### src/rtl/data_break_arbiter.sv
// Data-break arbiter: grants one of four devices a memory cycle by handshaking with the
// CPU state machine through the DB0/DB1 states, with a watchdog on the request phase.
module data_break_arbiter #(
  parameter logic [4:0] DB0 = 5'd12,
  parameter logic [4:0] DB1 = 5'd13
) (
  input  logic        clk,
  input  logic        reset,
  input  logic [4:0]  state,
  input  logic [0:3]  req,
  input  logic [0:3]  dir,
  input  logic [0:47] dev_addr,
  output logic        data_break,
  output logic        to_disk,
  output logic [0:11] db_addr,
  output logic [0:3]  grant,
  output logic [0:3]  ack,
  output logic        timeout
);

  typedef enum logic [1:0] {IDLE, REQ, SERVE, ACK} fsm_t;

  fsm_t        fsm_q, fsm_d;
  logic [1:0]  idx_q, idx_d;
  logic        dir_q, dir_d;
  logic [0:11] addr_q, addr_d;
  logic [7:0]  wdog_q, wdog_d;
  logic [0:3]  excl_q, excl_d;
  logic        timeout_q, timeout_d;
  logic        data_break_q, data_break_d;
  logic        to_disk_q, to_disk_d;
  logic [0:11] db_addr_q, db_addr_d;
  logic [0:3]  grant_q, grant_d;
  logic [0:3]  ack_q, ack_d;

  logic [0:3]  eligible;
  logic        pick_found;
  logic [1:0]  pick_idx;
  logic        pick_dir;
  logic [0:11] pick_addr;
  logic [0:3]  oh;
  logic        xfer;

  // Lowest-numbered eligible request wins; the just-acked device sits out one cycle.
  always_comb begin
    eligible   = req & ~excl_q;
    pick_found = 1'b0;
    pick_idx   = 2'd0;
    pick_dir   = 1'b0;
    pick_addr  = '0;
    for (int i = 0; i < 4; i++) begin
      if (eligible[i] && !pick_found) begin
        pick_found = 1'b1;
        pick_idx   = 2'(i);
        pick_dir   = dir[i];
        pick_addr  = dev_addr[i*12 +: 12];
      end
    end
  end

  always_comb begin
    fsm_d     = fsm_q;
    idx_d     = idx_q;
    dir_d     = dir_q;
    addr_d    = addr_q;
    wdog_d    = wdog_q;
    timeout_d = timeout_q;
    excl_d    = '0;
    case (fsm_q)
      IDLE: begin
        if (pick_found) begin
          fsm_d  = REQ;
          idx_d  = pick_idx;
          dir_d  = pick_dir;
          addr_d = pick_addr;
          wdog_d = 8'd254;
        end
      end
      REQ: begin
        if (state == DB0) begin
          fsm_d = SERVE;
        end else if (!req[idx_q]) begin
          fsm_d = IDLE;
        end else if (wdog_q == 8'd0) begin
          // 255th request cycle without DB0
          fsm_d     = IDLE;
          timeout_d = 1'b1;
        end else begin
          wdog_d = wdog_q - 8'd1;
        end
      end
      SERVE: begin
        if (state != DB0 && state != DB1) fsm_d = ACK;
      end
      ACK: begin
        fsm_d         = IDLE;
        excl_d[idx_q] = 1'b1;
      end
      default: fsm_d = IDLE;
    endcase
  end

  // Outputs are computed from the next state so every port comes straight from a flop.
  always_comb begin
    oh           = '0;
    oh[idx_d]    = 1'b1;
    xfer         = (fsm_d == REQ) || (fsm_d == SERVE);
    data_break_d = xfer;
    to_disk_d    = xfer ? dir_d : 1'b0;
    db_addr_d    = xfer ? addr_d : '0;
    grant_d      = (fsm_d != IDLE) ? oh : '0;
    ack_d        = (fsm_d == ACK) ? oh : '0;
  end

  always_ff @(posedge clk) begin
    if (reset) begin
      fsm_q        <= IDLE;
      idx_q        <= 2'd0;
      dir_q        <= 1'b0;
      addr_q       <= '0;
      wdog_q       <= 8'd0;
      excl_q       <= '0;
      timeout_q    <= 1'b0;
      data_break_q <= 1'b0;
      to_disk_q    <= 1'b0;
      db_addr_q    <= '0;
      grant_q      <= '0;
      ack_q        <= '0;
    end else begin
      fsm_q        <= fsm_d;
      idx_q        <= idx_d;
      dir_q        <= dir_d;
      addr_q       <= addr_d;
      wdog_q       <= wdog_d;
      excl_q       <= excl_d;
      timeout_q    <= timeout_d;
      data_break_q <= data_break_d;
      to_disk_q    <= to_disk_d;
      db_addr_q    <= db_addr_d;
      grant_q      <= grant_d;
      ack_q        <= ack_d;
    end
  end

  assign data_break = data_break_q;
  assign to_disk    = to_disk_q;
  assign db_addr    = db_addr_q;
  assign grant      = grant_q;
  assign ack        = ack_q;
  assign timeout    = timeout_q;

endmodule

### config.mk
export PLATFORM = sky130hd
export DESIGN_NAME = data_break_arbiter
export DESIGN_NICKNAME = d
export VERILOG_FILES = /design/src/rtl/data_break_arbiter.sv
export SDC_FILE = /design/constraint.sdc
export NUM_CORES = 1
export LEC_CHECK = 0
export CAP_MARGIN = 10
export CORE_ASPECT_RATIO = 0.6
export CORE_MARGIN = 5
export CORE_UTILIZATION = 32
export CTS_CLUSTER_DIAMETER = 200
export DETAILED_ROUTE_END_ITERATION = 8
export DONT_BUFFER_PORTS = 1
export PLACE_DENSITY_LB_ADDON = 0.12
export SETUP_SLACK_MARGIN = 0.3
export SLEW_MARGIN = 30
export SYNTH_ARGS = -nofsm -noshare
export SYNTH_HDL_FRONTEND = slang
export SYNTH_SLANG_ARGS = --single-unit
### constraint.sdc
create_clock -name clk -period 2.8 [get_ports clk]
set_input_delay 0.56 -clock clk [delete_from_list [all_inputs] [get_ports clk]]
set_output_delay 0.56 -clock clk [all_outputs]
set_load 0.03 [all_outputs]
==> impl_metrics.toml <==
[cells_and_area]
diodes = 0
design_area_um2 = 2750
areaGrowthSynthToFinish_pct = 11.7
nNetsFinal = 334
drive_above_1_share_pct = 13.4

[logic_synthesis]
synth_edf_count = 0
syn_area_um2 = 2460
synth_cells = 270
syn_area_per_cell_um2 = 9.11
syn_nets = 337
ys_async_sr_fraction_pct = 0
synth_flop_cell = "dfxtp_1"
synth.distinct_cells = 48
synth_warnings = 0
ys_seq_elements = 52
ys_seq_area_share_pct = 42.3

[setup_path]
worst-path-buf-inv = 1
path_depth = 8
slowest_delay_ns = 0.61
rr_startpoint = "idx_q[0]$_SDFF_PP0_"
rrSetupSlack_ns = 0.50
crit_chain = "mux4_2 -> o211a_1 -> a2bb2oi_2 -> a31oi_1 -> ha_1 -> nand2b_1 -> buf_4 -> nor3_1"
path_class = "reg -> reg"
path_max_fanout = 14
reg2regPathDepth = 8
crit_slowest_cell = "mux4_2"
r2r-end = "db_addr[11]$_SDFF_PP0_"
arrival_ns = 2.51
critical_path.top_delay_family = "multiplexers"
setup.worst_path.start_class = "flop"
cp-end-kind = "flop"
required_ns = 3.01

[drt]
vias = 2093
drtPass1Iterations = 5
vias_per_cell = 5.63
drc = 0
antenna_left = 0
routed_wl_mm = 7.59
drt-wirelength-per-cell_um = 20.4
first_iter_violations = 119

[placed_design]
dp_hpwl_mm = 5.57
port_buffers = 0
place_area_um2 = 2580
gp_congestion = 0.788

[clocking]
clk_latency_ns = 0.29
cts_tree = "done"
cts_num_sinks = 52
post-cts-setup-buffers = 0
htree_levels = 2
clk_path_buf_depth = 2
numCtsBuffers = 5
clkTransAtPathRegs_ns = 0.06
cts_root_buf = "clkbuf_16"

[min_path]
holdPathStages = 1
hp-class = "in -> reg"
worstHoldStart = "reset"
hold_end = "idx_q[0]$_SDFF_PP0_"

[power_and_ir_drop]
vdd_drop_max_v = 0.000277
p_leak_nw = 1.01
powerDensity_nw_per_um2 = 648

[timing]
finalCritPeriodShare_pct = 82.2
maxSlewViolCount = 0
final-hold-violation-count = 0
period_needed_ns = 2.30
finalSetupTns_ns = 0
max-slew-margin-rel_pct = 38.9
setup_viol = 0
rsz0062_at_grt = "no"
fmax_mhz = 435
worst_pin_slew_ns = 0.909
skew_ns = 0.00327

[die]
row_count = 24
start_util_pct = 33.4
fp.coreArea_um2 = 7360
io-pin-count = 86
die_y_um = 77.9
die_x_um = 123
die-area_um2 = 9590

[grt]
antenna_found_initial = 0
grt_usage_pct = 15.5
grt_pass1_vias = 1974
grt_max_degree = 36
grt_pass1_wl_mm = 11.5
grt_overflow = 0

[run]
drv_cap = 0

[run_status]
outcome = "finished, final reports clean"
## what timing repair did
| item | CTS | global route |
|---|---|---|
| hold buffers | 0 | 0 |
| resized for setup | 0 | 3 |
| setup endpoints to repair | 0 | 14 |
## kinds of logic after synthesis
family | after synthesis | share of synthesized area, %
flip-flops | 52 | 42.3
AO/OA/AOI/OAI | 63 | 21.6
multiplexers | 2 | 1.32
buffers and inverters | 32 | 5.09
AND/OR/NAND/NOR | 117 | 27.6
adder cells (fa/ha/maj) | 4 | 2.04
## cell type report
class / count / area, µm²
flip-flops and latches: 52 / 1040
inverters: 12 / 45.0
fillers: 769 / 4610
well taps: 104 / 130
clock inverters: 2 / 10.0
multi-input cells: 186 / 1300
clock buffers: 6 / 139
repair buffers: 10 / 75.1
## registers in the layout, summed over array words and instances (netlist names)
register and flops:
ack 4, addr_q 12, data_break 1, db_addr 12, dir_q 1, excl_q 4, fsm_q 2, grant 4
idx_q 2, timeout 1, to_disk 1, wdog_q 8
## power by group
part	internal [mW]	total (mW)	switching (mW)	leakage [nW]
sequential	0.802	0.890	0.0884	0.429
clock	0.353	0.614	0.262	0.0766
combinational	0.111	0.274	0.163	0.501
## through the flow
stage          std cells  hold slack, ns  util [%]  setup WS (ns)  power, mW
6_report             372           0.330      37.3          0.499       1.78
5_1_grt              372           0.306      37.3          0.303       1.88
4_1_cts              372           0.327      37.1          0.367       1.80
3_5_place_dp         364           0.461      35.1          0.330       1.18
3_3_place_gp         364           0.454      35.1          0.379       1.18
2_1_floorplan        270           0.453         -          0.330       1.11
## metal layers
layer | track usage (%) | up-vias | part of all wire (%)
li1 | - | 1038 | -
met1 | 24.0 | 978 | 52
met2 | 19.7 | 70 | 39
met3 | 6.47 | 7 | 8.6
met4 | 2.98 | 0 | 0.45
met5 | 0 | - | 0
## cell usage in the layout, fill, tap and decap left out, types with 8 or more instances in the layout
cell type and count:
dfxtp_1 51, nand2_1 8, nor3_1 18, nand4_1 8
and3b_1 11, nor2_1 30, buf_4 10, a31oi_1 11
inv_1 12
## worst max path at each step
stage                                         to                   start
final                     db_addr[11]$_SDFF_PP0_     idx_q[0]$_SDFF_PP0_
after global routing      db_addr[10]$_SDFF_PP0_  wdog_q[3]$_SDFFE_PP0P_
after CTS                 db_addr[11]$_SDFF_PP0_     idx_q[0]$_SDFF_PP0_
after detailed placement  db_addr[11]$_SDFF_PP0_                  req[3]
after global placement    db_addr[11]$_SDFF_PP0_                  req[3]
after floorplan            db_addr[7]$_SDFF_PP0_                  req[3]
## synth_stat cells (6+ instances only)
master | n | area [µm²]
nand2b_1 | 7 | 43.8
a2111oi_0 | 6 | 52.6
a311oi_1 | 6 | 52.6
and4_1 | 6 | 52.6
nor3_1 | 18 | 90.1
nand2_1 | 8 | 30.0
o2111ai_1 | 6 | 52.6
clkbuf_1 | 16 | 60.1
nor4_1 | 6 | 37.5
nand4_1 | 8 | 50.1
inv_1 | 12 | 45.0
and3b_1 | 11 | 96.3
a31o_2 | 7 | 61.3
nor2_1 | 30 | 113
dfxtp_1 | 52 | 1040
a31oi_1 | 11 | 68.8
No activity file was read; power rests on OpenSTA's default activity.
